### src/rtl/vital_alarm_monitor_if.sv
// ============================================================================
// Module      : vital_alarm_monitor_if
// Description : Sample/acknowledge inputs and alarm status outputs of the
//               vital-sign alarm monitor, bundled for port connection.
// Revision    : 1.0 - initial release
// ============================================================================
`default_nettype none

interface vital_alarm_monitor_if;
    // Comparator sample and operator acknowledge
    logic       sample_valid;
    logic       lo_Lt;
    logic       lo_Et;
    logic       lo_Gt;
    logic       hi_Lt;
    logic       hi_Et;
    logic       hi_Gt;
    logic       ack;

    // Alarm status
    logic       alarm;
    logic       alarm_low;
    logic       alarm_high;
    logic [1:0] state;
    logic       fault;
    logic [7:0] event_cnt;

    // Sample source / status consumer
    modport master (
        output sample_valid, lo_Lt, lo_Et, lo_Gt, hi_Lt, hi_Et, hi_Gt, ack,
        input  alarm, alarm_low, alarm_high, state, fault, event_cnt
    );

    // The monitor itself
    modport slave (
        input  sample_valid, lo_Lt, lo_Et, lo_Gt, hi_Lt, hi_Et, hi_Gt, ack,
        output alarm, alarm_low, alarm_high, state, fault, event_cnt
    );
endinterface

`default_nettype wire

### src/rtl/vital_alarm_monitor.sv
// ============================================================================
// Module      : vital_alarm_monitor
// Description : Persistence-filtered out-of-range alarm with acknowledge,
//               sticky comparator-fault flag and saturating event counter.
// Revision    : 1.0 - initial release
// ============================================================================
`default_nettype none

module vital_alarm_monitor #(
    parameter int PERSIST = 3
) (
    input  wire                  clk,
    input  wire                  rst,
    vital_alarm_monitor_if.slave bus
);

    localparam logic [1:0] c_st_normal = 2'b00;
    localparam logic [1:0] c_st_pend   = 2'b01;
    localparam logic [1:0] c_st_alarm  = 2'b10;
    localparam logic [1:0] c_st_hold   = 2'b11;

    localparam logic [3:0] c_persist   = PERSIST[3:0];
    localparam logic       c_dir_low   = 1'b0;
    localparam logic       c_dir_high  = 1'b1;

    logic [1:0] r_state;
    logic [3:0] r_pcnt;
    logic       r_dir;
    logic       r_alarm;
    logic       r_alarm_low;
    logic       r_alarm_high;
    logic       r_fault;
    logic [7:0] r_event_cnt;

    logic       w_lo_onehot;
    logic       w_hi_onehot;
    logic       w_is_low;
    logic       w_is_high;
    logic       w_fault;
    logic       w_oor;
    logic       w_in;
    logic       w_sdir;
    logic [3:0] w_pcnt_inc;

    logic [1:0] w_next_state;
    logic [3:0] w_next_pcnt;
    logic       w_next_dir;
    logic       w_event;

    // Sample classification; a malformed comparator result is ignored by the FSM
    always_comb begin
        w_lo_onehot = ({bus.lo_Lt, bus.lo_Et, bus.lo_Gt} == 3'b100) ||
                      ({bus.lo_Lt, bus.lo_Et, bus.lo_Gt} == 3'b010) ||
                      ({bus.lo_Lt, bus.lo_Et, bus.lo_Gt} == 3'b001);
        w_hi_onehot = ({bus.hi_Lt, bus.hi_Et, bus.hi_Gt} == 3'b100) ||
                      ({bus.hi_Lt, bus.hi_Et, bus.hi_Gt} == 3'b010) ||
                      ({bus.hi_Lt, bus.hi_Et, bus.hi_Gt} == 3'b001);
        w_is_low    = bus.lo_Lt;
        w_is_high   = bus.hi_Gt;
        w_fault     = bus.sample_valid &
                      (~w_lo_onehot | ~w_hi_onehot | (w_is_low & w_is_high));
        w_oor       = bus.sample_valid & ~w_fault & (w_is_low | w_is_high);
        w_in        = bus.sample_valid & ~w_fault & ~w_is_low & ~w_is_high;
        w_sdir      = w_is_high ? c_dir_high : c_dir_low;
        w_pcnt_inc  = r_pcnt + 4'd1;
    end

    // Next-state, persistence and direction decision
    always_comb begin
        w_next_state = r_state;
        w_next_pcnt  = r_pcnt;
        w_next_dir   = r_dir;
        w_event      = 1'b0;
        case (r_state)
            c_st_normal: begin
                if (w_oor) begin
                    w_next_dir  = w_sdir;
                    w_next_pcnt = 4'd1;
                    if (c_persist == 4'd1) begin
                        w_next_state = c_st_alarm;
                        w_event      = 1'b1;
                    end else begin
                        w_next_state = c_st_pend;
                    end
                end
            end
            c_st_pend: begin
                if (w_oor) begin
                    if (w_sdir == r_dir) begin
                        w_next_pcnt = w_pcnt_inc;
                        if (w_pcnt_inc == c_persist) begin
                            w_next_state = c_st_alarm;
                            w_event      = 1'b1;
                        end
                    end else begin
                        w_next_pcnt = 4'd1;
                        w_next_dir  = w_sdir;
                    end
                end else if (w_in) begin
                    w_next_state = c_st_normal;
                    w_next_pcnt  = 4'd0;
                end
            end
            c_st_alarm: begin
                if (w_oor) begin
                    w_next_dir = w_sdir;
                end else if (w_in) begin
                    w_next_state = c_st_hold;
                end
            end
            default: begin
                // HOLD: a fresh excursion takes priority over the acknowledge
                if (w_oor) begin
                    w_next_state = c_st_alarm;
                    w_next_dir   = w_sdir;
                end else if (bus.ack) begin
                    w_next_state = c_st_normal;
                    w_next_pcnt  = 4'd0;
                end
            end
        endcase
    end

    // State, status outputs, fault flag and event counter registers
    always_ff @(posedge clk) begin
        if (rst) begin
            r_state      <= c_st_normal;
            r_pcnt       <= 4'd0;
            r_dir        <= c_dir_low;
            r_alarm      <= 1'b0;
            r_alarm_low  <= 1'b0;
            r_alarm_high <= 1'b0;
            r_fault      <= 1'b0;
            r_event_cnt  <= 8'd0;
        end else begin
            r_state      <= w_next_state;
            r_pcnt       <= w_next_pcnt;
            r_dir        <= w_next_dir;
            r_alarm      <= w_next_state[1];
            r_alarm_low  <= w_next_state[1] & (w_next_dir == c_dir_low);
            r_alarm_high <= w_next_state[1] & (w_next_dir == c_dir_high);
            if (w_fault) begin
                r_fault <= 1'b1;
            end else if (bus.ack) begin
                r_fault <= 1'b0;
            end
            if (w_event && (r_event_cnt != 8'hFF)) begin
                r_event_cnt <= r_event_cnt + 8'd1;
            end
        end
    end

    assign bus.state      = r_state;
    assign bus.alarm      = r_alarm;
    assign bus.alarm_low  = r_alarm_low;
    assign bus.alarm_high = r_alarm_high;
    assign bus.fault      = r_fault;
    assign bus.event_cnt  = r_event_cnt;

endmodule

`default_nettype wire

### src/flat_wrapper.sv
// flat-port wrapper written by rule: the top's interface ports become plain ports
module vital_alarm_monitor_flat 
#(
    parameter int PERSIST = 3
)
  (clk, rst, bus_sample_valid, bus_lo_Lt, bus_lo_Et, bus_lo_Gt, bus_hi_Lt, bus_hi_Et, bus_hi_Gt, bus_ack, bus_alarm, bus_alarm_low, bus_alarm_high, bus_state, bus_fault, bus_event_cnt);
  vital_alarm_monitor_if bus_i ();
  input  wire clk;
  input  wire rst;
  input wire logic [$bits(bus_i.sample_valid)-1:0] bus_sample_valid;
  input wire logic [$bits(bus_i.lo_Lt)-1:0] bus_lo_Lt;
  input wire logic [$bits(bus_i.lo_Et)-1:0] bus_lo_Et;
  input wire logic [$bits(bus_i.lo_Gt)-1:0] bus_lo_Gt;
  input wire logic [$bits(bus_i.hi_Lt)-1:0] bus_hi_Lt;
  input wire logic [$bits(bus_i.hi_Et)-1:0] bus_hi_Et;
  input wire logic [$bits(bus_i.hi_Gt)-1:0] bus_hi_Gt;
  input wire logic [$bits(bus_i.ack)-1:0] bus_ack;
  output wire logic [$bits(bus_i.alarm)-1:0] bus_alarm;
  output wire logic [$bits(bus_i.alarm_low)-1:0] bus_alarm_low;
  output wire logic [$bits(bus_i.alarm_high)-1:0] bus_alarm_high;
  output wire logic [$bits(bus_i.state)-1:0] bus_state;
  output wire logic [$bits(bus_i.fault)-1:0] bus_fault;
  output wire logic [$bits(bus_i.event_cnt)-1:0] bus_event_cnt;
  assign bus_i.sample_valid = bus_sample_valid;
  assign bus_i.lo_Lt = bus_lo_Lt;
  assign bus_i.lo_Et = bus_lo_Et;
  assign bus_i.lo_Gt = bus_lo_Gt;
  assign bus_i.hi_Lt = bus_hi_Lt;
  assign bus_i.hi_Et = bus_hi_Et;
  assign bus_i.hi_Gt = bus_hi_Gt;
  assign bus_i.ack = bus_ack;
  assign bus_alarm = bus_i.alarm;
  assign bus_alarm_low = bus_i.alarm_low;
  assign bus_alarm_high = bus_i.alarm_high;
  assign bus_state = bus_i.state;
  assign bus_fault = bus_i.fault;
  assign bus_event_cnt = bus_i.event_cnt;
  vital_alarm_monitor #(.PERSIST(PERSIST)) u_core (.clk(clk), .rst(rst), .bus(bus_i));
endmodule
### config.mk
export PLATFORM = sky130hd
export DESIGN_NAME = vital_alarm_monitor_flat
export DESIGN_NICKNAME = d
export VERILOG_FILES = /design/src/rtl/vital_alarm_monitor_if.sv /design/src/rtl/vital_alarm_monitor.sv /design/src/flat_wrapper.sv
export SDC_FILE = /design/constraint.sdc
export NUM_CORES = 1
export LEC_CHECK = 0
export CAP_MARGIN = 20
export CELL_PAD_IN_SITES_DETAIL_PLACEMENT = 0
export CELL_PAD_IN_SITES_GLOBAL_PLACEMENT = 1
export CORE_ASPECT_RATIO = 0.7
export CORE_MARGIN = 5
export CORE_UTILIZATION = 30
export DETAILED_ROUTE_END_ITERATION = 8
export GPL_TIMING_DRIVEN = 0
export PLACE_DENSITY_LB_ADDON = 0.1
export SYNTH_ARGS = -nofsm -noshare
export SYNTH_HDL_FRONTEND = slang
export SYNTH_SLANG_ARGS = --single-unit
### constraint.sdc
create_clock -name clk -period 3.8 [get_ports clk]
set_input_delay 0.57 -clock clk [delete_from_list [all_inputs] [get_ports clk]]
set_output_delay 0.57 -clock clk [all_outputs]
set_load 0.02 [all_outputs]
Word-level counts from Yosys, hierarchy flattened --
Cells that the tools add are included. Widths: inputs -> output; s select.
Word-level totals: flip-flop bits (word level) 18, input port bits 10, output and inout port bits 14, word-level logic and storage cells 85
Cells by class: $add $sub $neg 2, equality and inequality tests 18, multiplexer cells 28, bitwise gates (word level) 18, reductions and logical operators 11
Operators by type and width (number):
- $mux 4 | 6
- $mux 2 | 9
- $pmux 4 s3 | 1
- $mux 1 | 11
- $ne 3x3->1 const B | 3
- $add 8x1->8 const B | 1
- $and 1x1->1 | 8
- $ne 8x8->1 const B | 1
- $not 1->1 | 7
- $reduce_and 7->1 | 1
- $eq 3x1->1 const B | 2
- $eq 3x2->1 const B | 2
- $eq 3x3->1 const B | 2
- $pmux 2 s3 | 1
- $reduce_and 5->1 | 1
- $add 4x1->4 const B | 1
- $eq 4x2->1 const B | 1
- $logic_or 1x1->1 | 4
- $ne 2x1->1 const B | 2
- $reduce_bool 4->1 | 1
- $ne 3x1->1 const B | 1
- $or 1x1->1 | 3
- $reduce_bool 3->1 | 1
- $eq 2x1->1 const B | 1
- 6 further kinds | 6

Depth between registers and ports, before layout --
Gate-level depths: netlist (run 1).
word-level depth 15, gate-level depth with buffers 8, mapped depth without buffers 7

Worst setup path before layout (run 1) --
Ideal clock, no wire load.
path kind input-to-reg, start in bus_hi_Gt, end reg u_core.r_event_cnt[0] (netlist: u_core.bus.event_cnt[0]), setup time 121 ps, arrival time 1978 ps, data required time 3679 ps, path slack 1701 ps, stages 7, path buffers 2, path through buf_4 -> xor2_2 -> nor3_2 -> nand2_1 -> buf_4 -> nor3b_1 -> mux2_2
On the way: longest elaborated chain between the ends 13, elaborated cells on any way between the ends 20, those cells by class eq/ne (4); mux (4); bitwise (9); reduce/logical (3)
Ends and longest elaborated chain:
- start, declared | RTL line flat_wrapper.sv:16 | input wire logic [$bits(bus_i.hi_Gt)-1:0] bus_hi_Gt;
- $eq 3x3->1 / $eq 3x2->1 (equally long branches) | RTL line vital_alarm_monitor.sv:55, vital_alarm_monitor.sv:56
- $logic_or 1x1->1 | RTL line vital_alarm_monitor.sv:55 | w_hi_onehot = ({bus.hi_Lt, bus.hi_Et, bus.hi_Gt} == 3'b100) ||
- $logic_or 1x1->1 | RTL line vital_alarm_monitor.sv:56 | ({bus.hi_Lt, bus.hi_Et, bus.hi_Gt} == 3'b010) ||
- $not 1->1 | RTL line vital_alarm_monitor.sv:61 | (~w_lo_onehot | ~w_hi_onehot | (w_is_low & w_is_high));
- $or 1x1->1 (2 in series) | RTL line vital_alarm_monitor.sv:61
- $and 1x1->1 | RTL line vital_alarm_monitor.sv:60 | w_fault = bus.sample_valid &
- $not 1->1 | RTL line vital_alarm_monitor.sv:62 | w_oor = bus.sample_valid & ~w_fault & (w_is_low | w_is_high);
- $and 1x1->1 (2 in series) | RTL line vital_alarm_monitor.sv:62
- $mux 1 * | RTL line vital_alarm_monitor.sv:88 | if (w_oor) begin
- $mux 1 * | RTL line vital_alarm_monitor.sv:74 | case (r_state)
- $logic_and 1x1->1 * | RTL line vital_alarm_monitor.sv:147 | if (w_event && (r_event_cnt != 8'hFF)) begin
- end signal, assigned | RTL line vital_alarm_monitor.sv:148 | r_event_cnt <= r_event_cnt + 8'd1;
- end, declared | RTL line vital_alarm_monitor.sv:33 | logic [7:0] r_event_cnt;
Every way passes the cells marked *; elsewhere a longest branch is shown, timed or not. A chain may end at the register's enable or synchronous reset.

Worst setup path after layout (run 1) --
start in bus_hi_Gt, end reg u_core.r_pcnt[2]
On the way: longest elaborated chain between the ends 13, elaborated cells on any way between the ends 26, those cells by class eq/ne (7); mux (4); bitwise (12); reduce/logical (3)
Ends and longest elaborated chain:
- $eq 3x3->1 / $eq 3x2->1 (equally long branches) | RTL line vital_alarm_monitor.sv:55, vital_alarm_monitor.sv:56
- $logic_or 1x1->1 | RTL line vital_alarm_monitor.sv:55
- $logic_or 1x1->1 | RTL line vital_alarm_monitor.sv:56
- $not 1->1 | RTL line vital_alarm_monitor.sv:61
- $or 1x1->1 (2 in series) | RTL line vital_alarm_monitor.sv:61
- $and 1x1->1 | RTL line vital_alarm_monitor.sv:60
- $not 1->1 | RTL line vital_alarm_monitor.sv:62, vital_alarm_monitor.sv:63
- $and 1x1->1 | RTL line vital_alarm_monitor.sv:62, vital_alarm_monitor.sv:63
- $and 1x1->1 (2 in series) | RTL line vital_alarm_monitor.sv:63 | w_in = bus.sample_valid & ~w_fault & ~w_is_low & ~w_is_high;
- $ne 3x1->1 (no source line)
- $reduce_and 5->1 (no source line)
- end signal, assigned | RTL line vital_alarm_monitor.sv:137 | r_pcnt <= w_next_pcnt;
- end, declared | RTL line vital_alarm_monitor.sv:27 | logic [3:0] r_pcnt;
Several ways; a longest one is shown, not always the timed one.

==> impl_metrics.toml, run 1 <==
[outcome]
status = "completed"

[setup_path]
crit_path_start_kind = "primary input"
critPathArrivalTime_ns = 2.65
crit_type = "primary input to flop"
worstPathCellList = "clkdlybuf4s50_1, buf_4, a21oi_1, and4bb_2, o21ai_4, buf_6, mux2i_1, o21ai_0"
worstSetupEndpointType = "flop"
crit_slowest_cell = "clkdlybuf4s50_1"
max_stage_delay_ns = 0.50
worst-path-buf-inv = 3
required_ns = 3.93
critPathMaxFanout = 10
crit_family = "buffers and inverters"

[sta]
slew_headroom_pct = 63.6
finalHoldViolCount = 0
final.period_utilization_pct = 66.4
whs_ns = 0.503
slew_violations = 0
fin_crit_ns = 2.52
setup_viol = 0
fmax_ghz = 0.396
final.setup_skew_ns = 0.00129
setup_tns_ns = 0
worst_slack_ns = 1.28
rsz0062_at_grt = "false"
tightest_slew_ns = 0.545

[power_and_ir_drop]
intPower_w = 0.000307
cellPowerDensity_nw_per_um2 = 275
power_frac_comb_pct = 13.1
total_power_w = 0.000404
sw_frac_of_total_pct = 23.9
peakVddDrop_mv = 0.179
p_leak_nw = 0.501
p_switching_w = 0.0000964
seq_power_share_pct = 47.8
pwr-share-clk_pct = 39.1

[clock_tree]
clock_latency_ns = 0.25
h-tree-depth = 1
cts_tree = "built"
path_clk_slew_ns = 0.07
cts_buffers = 3
cts_hold_buf = 0
cts_root_buffer = "clkbuf_8"
cts-resized-gates = 0
cts_sinks = 18
post-cts-setup-buffers = 0
clock_path_buffers = 2

[detailed_routing]
num_vias = 1039
drt-total-wl_mm = 2.85
detail_route.vias_per_cell = 4.97
drc_errors = 0
ant_nets = 0
drtIter0Drc = 33
dr.pass1.iters = 4
wl_per_cell_um = 13.6

[place]
dpl.hpwl_mm = 2.15
io_buffer_count = 23
place_area_um2 = 1410
pre_cts_slack_ns = 1.00
gp_congestion = 0.759

[synthesis]
async_flop_share_pct = 0
syn_avg_cell_area_um2 = 8.47
yosysWarnings = 0
synth_seq_cells = 18
seq_area_frac_synth_pct = 32.2
synth_flop_cell = "dfxtp_1"
syn_inst = 132
synth_nets = 145
syn_area_um2 = 1120
yosysUniqueCellTypes = 42
synth-edff-count = 0

[finish]
num_antenna_cells = 0
final_nets = 173
drive_above_1_share_pct = 10.1
fin_area_um2 = 1470
area_delta_synth_final_pct = 31.1

[global_routing]
antenna_found_initial = 0
gr-total-overflow = 0
grt_pass1_wl_mm = 4.73
grt_max_degree = 11
grt.total_usage_pct = 11.8
grt_pass1_vias = 996

[floorplan]
dieWidth_um = 83.0
start_util_pct = 31.4
num_rows = 18
io-pin-count = 24
die_area_um2 = 5070
core_area_um2 = 3560
die_h_um = 61.1

[worst_hold_path]
hold_class = "flop to flop"

[flow_run]
cap_viol_max_count = 0
## final cells by class
class	count	area [µm²]
Multi-Input combinational cell	101	689
Inverter	5	18.8
Buffer	8	50.0
Timing Repair Buffer	23	230
Sequential cell	18	360
Clock buffer	4	55.1
Fill cell	389	2090
Tap cell	50	62.6
## power by group through the flow
stage	combinational, W	clock (W)	sequential (W)
4_1_cts	0.0000527	0.000166	0.000193
2_1_floorplan	0.0000281	0	0.000199
5_1_grt	0.0000575	0.000173	0.000193
6_report	0.0000527	0.000158	0.000193
3_3_place_gp	0.0000522	0	0.000197
3_5_place_dp	0.0000525	0	0.000197
## per-stage QoR
stage / util, % / std cells
finish: 41.2 / 209
global route: 41.2 / 209
CTS: 41.2 / 209
detailed placement: 39.7 / 205
global placement: 39.7 / 205
floorplan: - / 132
## worst min-delay path: cells and delay by family, from the launching register on
kind	cells	cell delay, ns
DFF	1	0.33
AOI/OAI and AO/OA	2	0.12
## flip-flops by register name (all words and copies together), names as in the netlist
signal	count
u_core.bus.alarm_high	1
u_core.bus.fault	1
u_core.bus.event_cnt	8
u_core.bus.alarm	1
u_core.bus.alarm_low	1
u_core.r_dir	1
u_core.bus.state	1
u_core.r_pcnt	4
## synthesized netlist by cell type, drive strengths merged, types with 2 or more instances
library cell | instances | area [µm²]
o32ai | 3 | 26.3
buf | 5 | 38.8
a21oi | 11 | 55.1
mux2i | 2 | 20.0
o31ai | 6 | 45.0
or4 | 6 | 45.0
nor3 | 3 | 20.0
a21o | 2 | 15.0
dfxtp | 18 | 360
xnor2 | 3 | 26.3
ha | 3 | 37.5
nand2b | 5 | 31.3
nand2 | 13 | 48.8
nor2 | 11 | 41.3
nand4 | 2 | 12.5
o21ai | 4 | 31.3
and3 | 2 | 12.5
inv | 5 | 18.8
clkbuf | 3 | 11.3
mux2 | 2 | 22.5
nor2b | 4 | 25.0
xor2 | 2 | 25.0
nand3 | 3 | 15.0
## kinds of logic after synthesis
logic type               count (synthesis)  synth area share [%]
AND/OR/NAND/NOR                         56                  29.2
AO/OA/AOI/OAI                           33                  20.7
flip-flops                              18                  32.2
buffers and inverters                   13                  6.15
XOR/XNOR                                 5                  4.59
multiplexers                             4                  3.80
adder cells (fa/ha/maj)                  3                  3.36
## cell usage in the layout, fill, tap and decap left out, drive strengths merged
cell and count:
a32o 1, o21bai 1, clkdlybuf4s50 23, o31ai 6, nor2b 4, nor4b 1
nand4 2, a21oi 11, buf 5, o21ai 4, a31oi 1, and4bb 1
mux2i 2, and3 2, a2111oi 1, nor2 11, xnor2 3, mux2 2
xor2 2, nor4 1, nor3b 1, o32ai 3, inv 5, nand2 13
a21o 2, a41oi 1, o221ai 1, nand2b 5, a211o 1, or4 6
clkbuf 7, nor3 3, or3b 1, and4 1, nand3b 1, dfxtp 18
nand3 3, ha 3
## metal layers
layer	wire (µm)	vias to the layer above	part of all wire [%]	track usage [%]
met3	123	2	4.3	4.28
met5	0	-	0	0
met1	1530	484	54	16.4
li1	-	539	-	-
met2	1180	14	41	17.7
met4	17	0	0.60	2.80
## path summary, 6_finish.rpt
kind | startpoint | to | slack, ns | depth (start not counted)
setup / recovery | bus_hi_Gt | u_core.r_pcnt[2] | 1.28 | 8
setup reg to reg | u_core.r_pcnt[0] | u_core.bus.event_cnt[0] | 1.69 | 7
hold / removal | u_core.bus.event_cnt[7] | u_core.bus.event_cnt[7] | 0.50 | 2
hold reg to reg | u_core.bus.event_cnt[7] | u_core.bus.event_cnt[7] | 0.50 | 2
Power figures use the tool's default switching activity.
==> run 2: changes to the inputs <==
==> constraint.sdc (replaced) <==
create_clock -name clk -period 2.26 [get_ports clk]
set_input_delay 0.339 -clock clk [delete_from_list [all_inputs] [get_ports clk]]
set_output_delay 0.339 -clock clk [all_outputs]
set_load 0.02 [all_outputs]
==> run 2 against run 1 <==
Via count grew 0.67%. Global-route usage did not move. Routed wire length up 0.25%. Sequential share of layout area fell by 0.79 points. Clock power grew 70%. Critical endpoint is now u_core.r_pcnt[3]. Die area is the same. Largest power group unchanged.
==> impl_metrics.toml, run 2 (synthesized netlist as in run 1, its figures left out) <==
[global_routing]
grt.total_usage_pct = 11.8
grt_max_degree = 11
antenna_found_initial = 0
gr-total-overflow = 0
grt_pass1_vias = 996
grt_pass1_wl_mm = 4.73

[detailed_routing]
drtIter0Drc = 32
drt-total-wl_mm = 2.86
drc_errors = 0
wl_per_cell_um = 13.5
dr.pass1.iters = 4
detail_route.vias_per_cell = 4.96
num_vias = 1046
ant_nets = 0

[sta]
setup_viol = 0
slew_violations = 0
final.period_utilization_pct = 94.9
fin_crit_ns = 2.14
setup_tns_ns = 0
finalHoldViolCount = 0
slew_headroom_pct = 64.3
worst_slack_ns = 0.116
final.setup_skew_ns = 0.00250
tightest_slew_ns = 0.536
fmax_ghz = 0.466
rsz0062_at_grt = "false"

[clock_tree]
cts_tree = "built"
path_clk_slew_ns = 0.07
cts_sinks = 18
cts_buffers = 3
clock_path_buffers = 2
cts_root_buffer = "clkbuf_8"
h-tree-depth = 1
clock_latency_ns = 0.26

[finish]
most-common-layout-cells = "clkdlybuf4s50_1 (22), dfxtp_1 (18), nand2_1 (13)"
fin_area_um2 = 1520
final_nets = 175
drive_above_1_share_pct = 13.7
area_delta_synth_final_pct = 35.5
largest_register_ffs = 8
num_antenna_cells = 0
layout_commonest_cell = "clkdlybuf4s50_1"

[outcome]
status = "completed"

[floorplan]
start_util_pct = 31.4
num_rows = 18
die_h_um = 61.1
dieWidth_um = 83.0
io-pin-count = 24
core_area_um2 = 3560
die_area_um2 = 5070

[place]
place_area_um2 = 1410
io_buffer_count = 23
dpl.hpwl_mm = 2.15
gp_congestion = 0.759
pre_cts_slack_ns = -0.308

[setup_path]
worstSetupEndpointType = "flop"
crit_type = "primary input to flop"
crit_path_start_kind = "primary input"
critPathArrivalTime_ns = 2.27
critPathMaxFanout = 10
required_ns = 2.38

[power_and_ir_drop]
cellPowerDensity_nw_per_um2 = 452
p_leak_nw = 0.520
peakVddDrop_mv = 0.302
total_power_w = 0.000684

[worst_hold_path]
hold_class = "flop to flop"

[flow_run]
cap_viol_max_count = 0
[run 2: critical path: stages]
cell,delay [ns]
clkdlybuf4s50_1,0.50
buf_4,0.20
a21oi_1,0.08
and4bb_2,0.29
o21ai_4,0.27
buf_6,0.20
mux2i_4,0.29
o32ai_1,0.10
[run 2: report_power, final]
part            total, W  switching (W)  internal [W]
registers       0.000324     0.00000351      0.000321
logic          0.0000916      0.0000488     0.0000428
clock network   0.000268       0.000113      0.000155
[run 2: per-stage QoR]
stage / util (%) / cells / hold WS (ns)
global route: 42.6 / 211 / 0.539
CTS: 41.3 / 209 / 0.507
detailed placement: 39.7 / 205 / 0.497
global placement: 39.7 / 205 / 0.494
finish: 42.6 / 211 / 0.510
floorplan: - / 132 / 0.478
[run 2: final cells by class]
class	count	area (µm²)
buffer	8	50.0
fill	384	2040
multi-input combinational	101	721
tap	50	62.6
timing repair buffer	25	248
clock buffer	4	55.1
inverter	5	18.8
sequential	18	360
[run 2: timing repair]
item / in CTS / in global routing
gates resized for setup: 1 / 5
pin swaps: 0 / 2
hold buffers: 0 / 0
setup buffers: 0 / 2
endpoints found under the setup margin: 3 / 9
[run 2: final timing paths]
path | from | end | slack, ns | cells past startpoint
setup / recovery | bus_hi_Gt | u_core.r_pcnt[3] | 0.12 | 8
hold / removal | u_core.bus.event_cnt[6] | u_core.bus.event_cnt[6] | 0.51 | 2
setup reg to reg | u_core.r_pcnt[0] | u_core.bus.event_cnt[5] | 0.25 | 7
hold reg to reg | u_core.bus.event_cnt[6] | u_core.bus.event_cnt[6] | 0.51 | 2
[run 2: metal layers]
metal	vias up	track usage, %	wire length [µm]
li1	546	-	-
met2	21	17.7	1190
met1	477	16.4	1490
met5	-	0	0
met4	0	2.80	17
met3	2	4.28	151
